File: config.mk
export PLATFORM = sky130hd
export DESIGN_NAME = pipe_stage_reg_flat
export DESIGN_NICKNAME = d
export VERILOG_FILES = /design/src/rtl/pipe_stage_reg_pkg.sv /design/src/rtl/pipe_stage_reg_if.sv /design/src/rtl/pipe_stage_reg_entry.sv /design/src/rtl/pipe_stage_reg.sv /design/src/flat_wrapper.sv
export SDC_FILE = /design/constraint.sdc
export NUM_CORES = 1
export LEC_CHECK = 0
export ABC_AREA = 1
export BUFFER_PORTS_ARGS = -buffer_cell sky130_fd_sc_hd__buf_4
export CORE_MARGIN = 8
export CORE_UTILIZATION = 45
export DETAILED_ROUTE_END_ITERATION = 7
export MAX_ROUTING_LAYER = met4
export PLACE_DENSITY = 0.87
export SLEW_MARGIN = 20
export SYNTH_ARGS = -nofsm -noshare
export SYNTH_HDL_FRONTEND = slang
export SYNTH_SLANG_ARGS = --single-unit
export TNS_END_PERCENT = 100
File: constraint.sdc
create_clock -name clk -period 2 [get_ports clk]
set_clock_uncertainty 0.15 [all_clocks]
set_input_delay 0.4 -clock clk [delete_from_list [all_inputs] [get_ports clk]]
set_output_delay 0.4 -clock clk [all_outputs]
set_load 0.01 [all_outputs]
File: src/rtl/pipe_stage_reg_pkg.sv
// pipe_pkg: shared state type and default widths for pipeline stage registers.
package pipe_pkg;
   typedef enum logic [1:0] {EMPTY = 2'd0, FULL = 2'd1, SKID = 2'd2} pipe_state_t;
   localparam int RAT_INSTR_W = 18;
   localparam int RAT_PC_W = 10;
   localparam logic [RAT_INSTR_W-1:0] NOP_INSTR = '0;
endpackage

File: src/rtl/pipe_stage_reg_if.sv
// pipe_stage_reg_if: valid/ready channel carrying a payload word and PC/tag sideband.
interface pipe_stage_reg_if
   import pipe_pkg::*;
#(
   parameter int DATA_W = RAT_INSTR_W,
   parameter int TAG_W = RAT_PC_W
);
   logic valid;
   logic ready;
   logic [DATA_W-1:0] data;
   logic [TAG_W-1:0] tag;
   modport master (output valid, data, tag, input ready);
   modport slave (input valid, data, tag, output ready);
endinterface

File: src/rtl/pipe_stage_reg_entry.sv
// pipe_entry_reg: one valid+data+tag register; clear wins over load.
module pipe_entry_reg
   import pipe_pkg::*;
#(
   parameter int DATA_W = RAT_INSTR_W,
   parameter int TAG_W = RAT_PC_W
) (
   input logic clk,
   input logic rst_n,
   input logic load,
   input logic clear,
   input logic [DATA_W-1:0] d_data,
   input logic [TAG_W-1:0] d_tag,
   output logic valid,
   output logic [DATA_W-1:0] data,
   output logic [TAG_W-1:0] tag
);
   always_ff @(posedge clk or negedge rst_n)
      if (!rst_n) begin
         valid <= 1'b0;
         data <= '0;
         tag <= '0;
      end else if (clear) begin
         valid <= 1'b0;
      end else if (load) begin
         valid <= 1'b1;
         data <= d_data;
         tag <= d_tag;
      end
endmodule

File: src/rtl/pipe_stage_reg.sv
// pipe_stage_reg: valid/ready pipeline stage with flush-to-NOP.
// Define PIPE_STAGE_SKID_EN for a 2-entry skid buffer with a registered in_ready.
module pipe_stage_reg
   import pipe_pkg::*;
#(
   parameter int DATA_W = RAT_INSTR_W,
   parameter int TAG_W = RAT_PC_W,
   parameter logic [DATA_W-1:0] NOP_VAL = DATA_W'(NOP_INSTR)
) (
   input logic clk,
   input logic rst_n,
   pipe_stage_reg_if.slave in_if,
   pipe_stage_reg_if.master out_if,
   input logic flush,
   output logic [1:0] occupancy
);
   pipe_state_t state_q, state_d;
   logic accept, consume, head_load, head_clr, head_valid;
   logic [DATA_W-1:0] head_data, head_src_data;
   logic [TAG_W-1:0] head_tag, head_src_tag;
   assign accept = in_if.valid & in_if.ready;
   assign consume = head_valid & out_if.ready;
`ifdef PIPE_STAGE_SKID_EN
   logic skid_load, skid_clr, skid_valid, ready_q;
   logic [DATA_W-1:0] skid_data;
   logic [TAG_W-1:0] skid_tag;
   pipe_entry_reg #(.DATA_W(DATA_W), .TAG_W(TAG_W)) u_skid (
      .clk, .rst_n, .load(skid_load), .clear(skid_clr),
      .d_data(in_if.data), .d_tag(in_if.tag),
      .valid(skid_valid), .data(skid_data), .tag(skid_tag)
   );
   // Registered ready: no combinational path from out_ready to in_ready.
   always_ff @(posedge clk or negedge rst_n)
      if (!rst_n) ready_q <= 1'b1;
      else ready_q <= state_d != SKID;
   assign in_if.ready = ready_q;
   assign head_src_data = skid_valid ? skid_data : in_if.data;
   assign head_src_tag = skid_valid ? skid_tag : in_if.tag;
`else
   assign in_if.ready = out_if.ready | ~head_valid;
   assign head_src_data = in_if.data;
   assign head_src_tag = in_if.tag;
`endif
   pipe_entry_reg #(.DATA_W(DATA_W), .TAG_W(TAG_W)) u_head (
      .clk, .rst_n, .load(head_load), .clear(head_clr),
      .d_data(head_src_data), .d_tag(head_src_tag),
      .valid(head_valid), .data(head_data), .tag(head_tag)
   );
   always_ff @(posedge clk or negedge rst_n)
      if (!rst_n) state_q <= EMPTY;
      else state_q <= state_d;
   always_comb begin
      state_d = state_q;
      head_load = 1'b0;
      head_clr = 1'b0;
`ifdef PIPE_STAGE_SKID_EN
      skid_load = 1'b0;
      skid_clr = 1'b0;
`endif
      case (state_q)
         EMPTY: begin
            head_load = accept;
            state_d = accept ? FULL : EMPTY;
         end
         FULL: begin
            // Without the skid entry an accept in FULL always implies a consume.
            head_load = accept & consume;
            head_clr = consume & ~accept;
            state_d = head_clr ? EMPTY : FULL;
`ifdef PIPE_STAGE_SKID_EN
            skid_load = accept & ~consume;
            if (skid_load) state_d = SKID;
`endif
         end
`ifdef PIPE_STAGE_SKID_EN
         SKID: begin
            head_load = consume;
            skid_clr = consume;
            state_d = consume ? FULL : SKID;
         end
`endif
         default: state_d = EMPTY;
      endcase
      if (flush) begin
         state_d = EMPTY;
         head_load = 1'b0;
         head_clr = 1'b1;
`ifdef PIPE_STAGE_SKID_EN
         skid_load = 1'b0;
         skid_clr = 1'b1;
`endif
      end
   end
   assign out_if.valid = head_valid;
   assign out_if.data = head_valid ? head_data : NOP_VAL;
   assign out_if.tag = head_valid ? head_tag : '0;
   assign occupancy = state_q;
endmodule

File: src/flat_wrapper.sv
// flat-port wrapper written by rule: the top's interface ports become plain ports
module pipe_stage_reg_flat import pipe_pkg::*;
#(
   parameter int DATA_W = RAT_INSTR_W,
   parameter int TAG_W = RAT_PC_W,
   parameter logic [DATA_W-1:0] NOP_VAL = DATA_W'(NOP_INSTR)
)
  (clk, rst_n, flush, occupancy, in_if_valid, in_if_data, in_if_tag, in_if_ready, out_if_valid, out_if_data, out_if_tag, out_if_ready);
  pipe_stage_reg_if #(.DATA_W(DATA_W), .TAG_W(TAG_W)) in_if_i ();
  pipe_stage_reg_if #(.DATA_W(DATA_W), .TAG_W(TAG_W)) out_if_i ();
  input logic clk;
  input logic rst_n;
  input logic flush;
  output logic [1:0] occupancy;
  input wire logic [$bits(in_if_i.valid)-1:0] in_if_valid;
  input wire logic [$bits(in_if_i.data)-1:0] in_if_data;
  input wire logic [$bits(in_if_i.tag)-1:0] in_if_tag;
  output wire logic [$bits(in_if_i.ready)-1:0] in_if_ready;
  output wire logic [$bits(out_if_i.valid)-1:0] out_if_valid;
  output wire logic [$bits(out_if_i.data)-1:0] out_if_data;
  output wire logic [$bits(out_if_i.tag)-1:0] out_if_tag;
  input wire logic [$bits(out_if_i.ready)-1:0] out_if_ready;
  assign in_if_i.valid = in_if_valid;
  assign in_if_i.data = in_if_data;
  assign in_if_i.tag = in_if_tag;
  assign in_if_ready = in_if_i.ready;
  assign out_if_valid = out_if_i.valid;
  assign out_if_data = out_if_i.data;
  assign out_if_tag = out_if_i.tag;
  assign out_if_i.ready = out_if_ready;
  pipe_stage_reg #(.DATA_W(DATA_W), .TAG_W(TAG_W), .NOP_VAL(NOP_VAL)) u_core (.clk(clk), .rst_n(rst_n), .in_if(in_if_i), .out_if(out_if_i), .flush(flush), .occupancy(occupancy));
endmodule
# [After elaboration in Yosys (flattened, before gate mapping)]
# Cells that the tools add are included.
[op_classes] n_eq_ne=1 bitwise=8 reduce_logical=3 mux=12
[ops] cell="2-to-1 mux 18 bit" count=1
[ops] cell="2-to-1 mux 10 bit" count=1
[ops] cell="2-to-1 mux 1 bit" count=7
[ops] cell="bitwise AND 1 bit" count=4
[ops] cell="case mux 2 bit (2 select lines)" count=1
[ops] cell="inverter 1 bit" count=3
[ops] cell="equality test 2 x 1 -> 1 bit, second input constant" count=1
[ops] cell="logical NOT 2 bit" count=1
[ops] cell="2-to-1 mux 2 bit" count=1
[ops] cell="case mux 1 bit (2 select lines)" count=1
[ops] cell="AND reduction 2 bit" count=1
[ops] cell="nonzero test 2 bit" count=1
[ops] cell="OR 1 bit" count=1
[totals] register_bits=31 elab_cells=28 output_inout_bits=32

# [Logic depth before layout (Yosys ltp)]
[depth] depth_word=9 depth_mapped=8 ltp_nobuf=5

# [Hierarchy]
# A second synthesis with hierarchy kept.
[unflattened] cells_unflattened=199 hier_area_um2=1487.7
[modules_own_cells] mod="pipe_entry_reg" area_each_um2=1178.6 cells_per_inst=126 instances=1
[modules_own_cells] mod="pipe_stage_reg" area_each_um2=309.0 cells_per_inst=73 instances=1

# [Least setup slack after synthesis]
# No wires, ideal clock.
[synth_timing] path_kind="reg2out" start="reg u_core.u_head.valid" end="out out_if_data[12]" path_slack_ns=0.487 stages_incl_launch_ff=5 arrival_ns=0.963 required_time_ns=1.450 path_buffers=2 path_cell_list="dfrtp_1 -> buf_4 -> clkbuf_1 -> nand2_1 -> inv_1"
[synth_between] elab_chain_len=1
[synth_rtl] item="start: declaration" line="pipe_stage_reg_entry.sv:14" source="output logic valid,"
[synth_rtl] item="start signal: assignment" line="pipe_stage_reg_entry.sv:20" source="valid <= 1'b0;"
[synth_rtl] item="start signal: assignment" line="pipe_stage_reg_entry.sv:24" source="valid <= 1'b0;"
[synth_rtl] item="start signal: assignment" line="pipe_stage_reg_entry.sv:26" source="valid <= 1'b1;"
[synth_rtl] item="2-to-1 mux 18 bit" line="pipe_stage_reg.sv:95" source="assign out_if.data = head_valid ? head_data : NOP_VAL;"
[synth_rtl] item="end: declaration" line="flat_wrapper.sv:20" source="output wire logic [$bits(out_if_i.data)-1:0] out_if_data;"
# Every way passes these cells.

# [Final worst setup path]
[layout_timing] start="reg u_core.u_head.valid" end="out out_if_tag[4]"
[layout_between] elab_chain_len=1
[layout_rtl] item="2-to-1 mux 10 bit" line="pipe_stage_reg.sv:96" source="assign out_if.tag = head_valid ? head_tag : '0;"
[layout_rtl] item="end: declaration" line="flat_wrapper.sv:21" source="output wire logic [$bits(out_if_i.tag)-1:0] out_if_tag;"
# Every way passes these cells.

==> results.txt <==
----------------------------------------------------
[Drt]
  Vias after detailed routing ... ~1400
  Post-route DRC violation count ... 0
  Total wire length ... 3725 um
  Number of design-rule violations left by the first detailed-router iteration ... between 60 and 70
  Post-route ant nets ... 0
  Vias per cell ... around 4.6
  Final routed wire length divided by cell count ... approximately 12 um
  1st-pass router iterations ... 4

[Timing]
  Final min period ... between 1.5 and 2 ns
  Share of the cycle needed by the critical path after routing ... 91.94%
  Number of setup violations in the final report ... 0
  Unrepaired setup endpoints after global routing ... false
  Smallest setup slack after layout ... approximately 0.16 ns
  Achievable frequency ... 543.8 MHz
  Final Hold Fails ... 0
  Setup TNS after final layout ... 0 ns
  Max Transition Viols Final ... 0

[Finish]
  Final net count ... 295
  Footprint of the flip-flops and latches ... 750.7 sq um
  Area grow syn2layout ... 37.36%
  Number of inserted filler cells in the final layout ... roughly 320
  Share of cells above drive strength 1 ... a little under a third
  Cell Count, Final, Fillers Out ... roughly 300
  Inserted Diodes ... 0
  Area occupied by multi-input gates ... about 530 sq um

[CTS]
  Clock latency at the later pin of the worst-skew pair ... approximately 0.32 ns
  Cell at the root of the clock tree ... clkbuf_4
  Total CTS buffers ... 5
  TritonCTS clock tree ... built
  Total number of H-tree levels ... 2
  Clock sinks ... 30
  Post-CTS repair timing setup buffer count ... 0
  Number of buffers between clock root and the deepest sink ... 2
  Clk pin slew, worst setup/hold paths ... ~0.090 ns

[Job]
  Number of violations of the max-capacitance limit ... 0

[Yosys]
  Share of synthesized area occupied by flip-flops and latches ... 50.04%
  Number of enable flip-flop cells after synthesis ... 0
  Synth area leaders ... dfrtp_1, nand2_1, nand3_1
  Flip-flop and latch count after synthesis ... 30
  Yosys warning total ... 0
  Yosys top cell by area ... dfrtp_1
  Distinct cell type count after synthesis ... 13
  Synthesized net count ... about 230
  Top cells by count, synth ... nand2_1, inv_1, dfrtp_1
  Cell count after synthesis ... 199
  Syn avg cell area ... between 7 and 8 sq um
  Post-synthesis cell area ... 0.001500 sq mm
  Share of Yosys cell area claimed by the top area cell type ... 50.04%
  Dominant cell by count in the synthesized netlist ... nand2_1
  Async set or reset register ratio after synthesis ... between 90% and 100%
  Top flip-flop cell by instance count after synthesis ... dfrtp_1

[Pwr]
  Total power per unit cell area ... approximately 820 mW/mm^2
  Reported leakage power ... between 1 and 1.5 nW
  Largest voltage drop on the vdd net ... between 0.5 and 0.6 mV
  Overall power of the completed layout ... 1.694 mW

[Placed design]
  Pre-CTS setup slack ... approximately 0.4 ns
  Weighted congestion reported at the end of routability-driven placement ... between 0.6 and 0.7
  Inst Count DP ... 300
  Placed wire-length estimate after detailed placement ... approximately 2800 um
  Buffers on Ports ... 63

[Die]
  Row count ... 21
  Starting Density ... about 46%
  Number of top-level pins ... 65
  Area of the core region ... 0.003258 sq mm
  Die height ... ~74 um
  Die footprint ... between 0.005 and 0.006 sq mm
  Chip width ... 73.74 um

[Critical path]
  Data required time of the worst path ... around 1.5 ns
  Endpoint arrival time on the critical path ... between 1 and 1.5 ns
  Critical Path Fanout Max ... 16
  Endpoint type of the worst setup path ... primary output
  Sort of element at the start of the critical path ... flip-flop
  Setup Crit Path Kind ... flip-flop to primary output

[Global route]
  Global-route wire length before repair ... around 6200 um
  Total global routing track utilization ... between 10% and 20%
  Remaining Overflow, GRT ... 0
  Antenna violations before repair ... 0
  Pin count of the biggest net entering global routing ... 31
  Number of global-route vias before repair ... 1425

[Hold path]
  Hold crit path type ... input port to flip-flop

[Run status]
  Run status ... completed

----------------------------------------------------
## layout make-up
type / instances / share of cell area (%)
sequential: 30 / 36.43
inverter: 32 / 5.829
multi-input combinational: 123 / 25.50
timing repair buffer: 70 / 25.62
clock buffer: 8 / 3.825
tap: 46 / 2.793
## registers in the layout (all words and copies together), names as in the netlist
| name | cells |
|---|---|
| u_core.occupancy | 1 |
| u_core.u_head.data | 18 |
| u_core.u_head.valid | 1 |
| u_core.u_head.tag | 10 |
## worst paths after layout
| path | startpoint | end | slack, ns | depth (start not counted) |
|---|---|---|---|---|
| setup / recovery | u_core.u_head.valid | out_if_tag[4] | 0.16 | 4 |
| hold / removal | in_if_data[13] | u_core.u_head.data[13] | 0.16 | 3 |
| setup reg to reg | u_core.u_head.valid | u_core.u_head.data[15] | 0.49 | 6 |
| hold reg to reg | u_core.u_head.data[12] | u_core.u_head.data[12] | 0.33 | 2 |
| max in group asynchronous | rst_n | u_core.u_head.data[9] | 1.03 | 2 |
| min in group asynchronous | rst_n | u_core.u_head.data[15] | 0.41 | 2 |
## through the flow
stage	hold slack (ns)	area [sq um]	utilization (%)
after floorplan	-0.04559	1500	-
after global placement	0.1884	1972	60.52
after detailed placement	0.1915	1972	60.52
after CTS	0.1407	2061	63.25
after global routing	0.1374	2061	63.25
final	0.1565	2061	63.25
## timing repair
item	in CTS	in global routing
hold buffers	1	0
hold endpoints to repair	30	0
resized for setup	0	0
## metal layers
| layer | GRT usage (%) | wire length [um] | up-vias | part of all wire, % |
|---|---|---|---|---|
| met5 | - | 0 | - | 0 |
| met4 | 3.991 | 44 | 0 | 1.2 |
| met3 | 5.321 | 263 | 7 | 7.1 |
| met2 | 25.98 | 1891 | 52 | 51 |
| met1 | 16.22 | 1526 | 650 | 41 |
| li1 | - | - | 714 | - |
## layout by cell type (no fill, tap or decap)
cell type / count
inv_2: 1
nand2_1: 88
dlygate4sd3_1: 1
nand4_1: 1
conb_1: 1
clkbuf_8: 3
dfrtp_1: 30
a21oi_4: 2
nand3_1: 29
nor2_1: 2
inv_1: 31
buf_4: 69
clkbuf_4: 5
## cells by family (layout without fill, tap and decap cells)
group | count (synthesis) | after routing | share of synthesized area [%]
and+or+nand+nor | 120 | 120 | 32.61
buffers and inverters | 46 | 110 | 14.93
DFF | 30 | 30 | 50.04
AOI/OAI and AO/OA | 2 | 2 | 2.168
other | 1 | 1 | 0.2500
## report_power, final
part | switching, mW | internal [mW] | leakage (nW)
registers | 0.0740 | 0.732 | 0.373
clock network | 0.193 | 0.240 | 0.0446
logic | 0.244 | 0.212 | 0.922
## worst max-delay path, stage by stage (launching register included)
cell and delay, ns:
dfrtp_1 0.45, buf_4 0.25, nand2_1 0.10, inv_1 0.07, buf_4 0.11
Note: power is estimated with default switching activity, not from simulation.
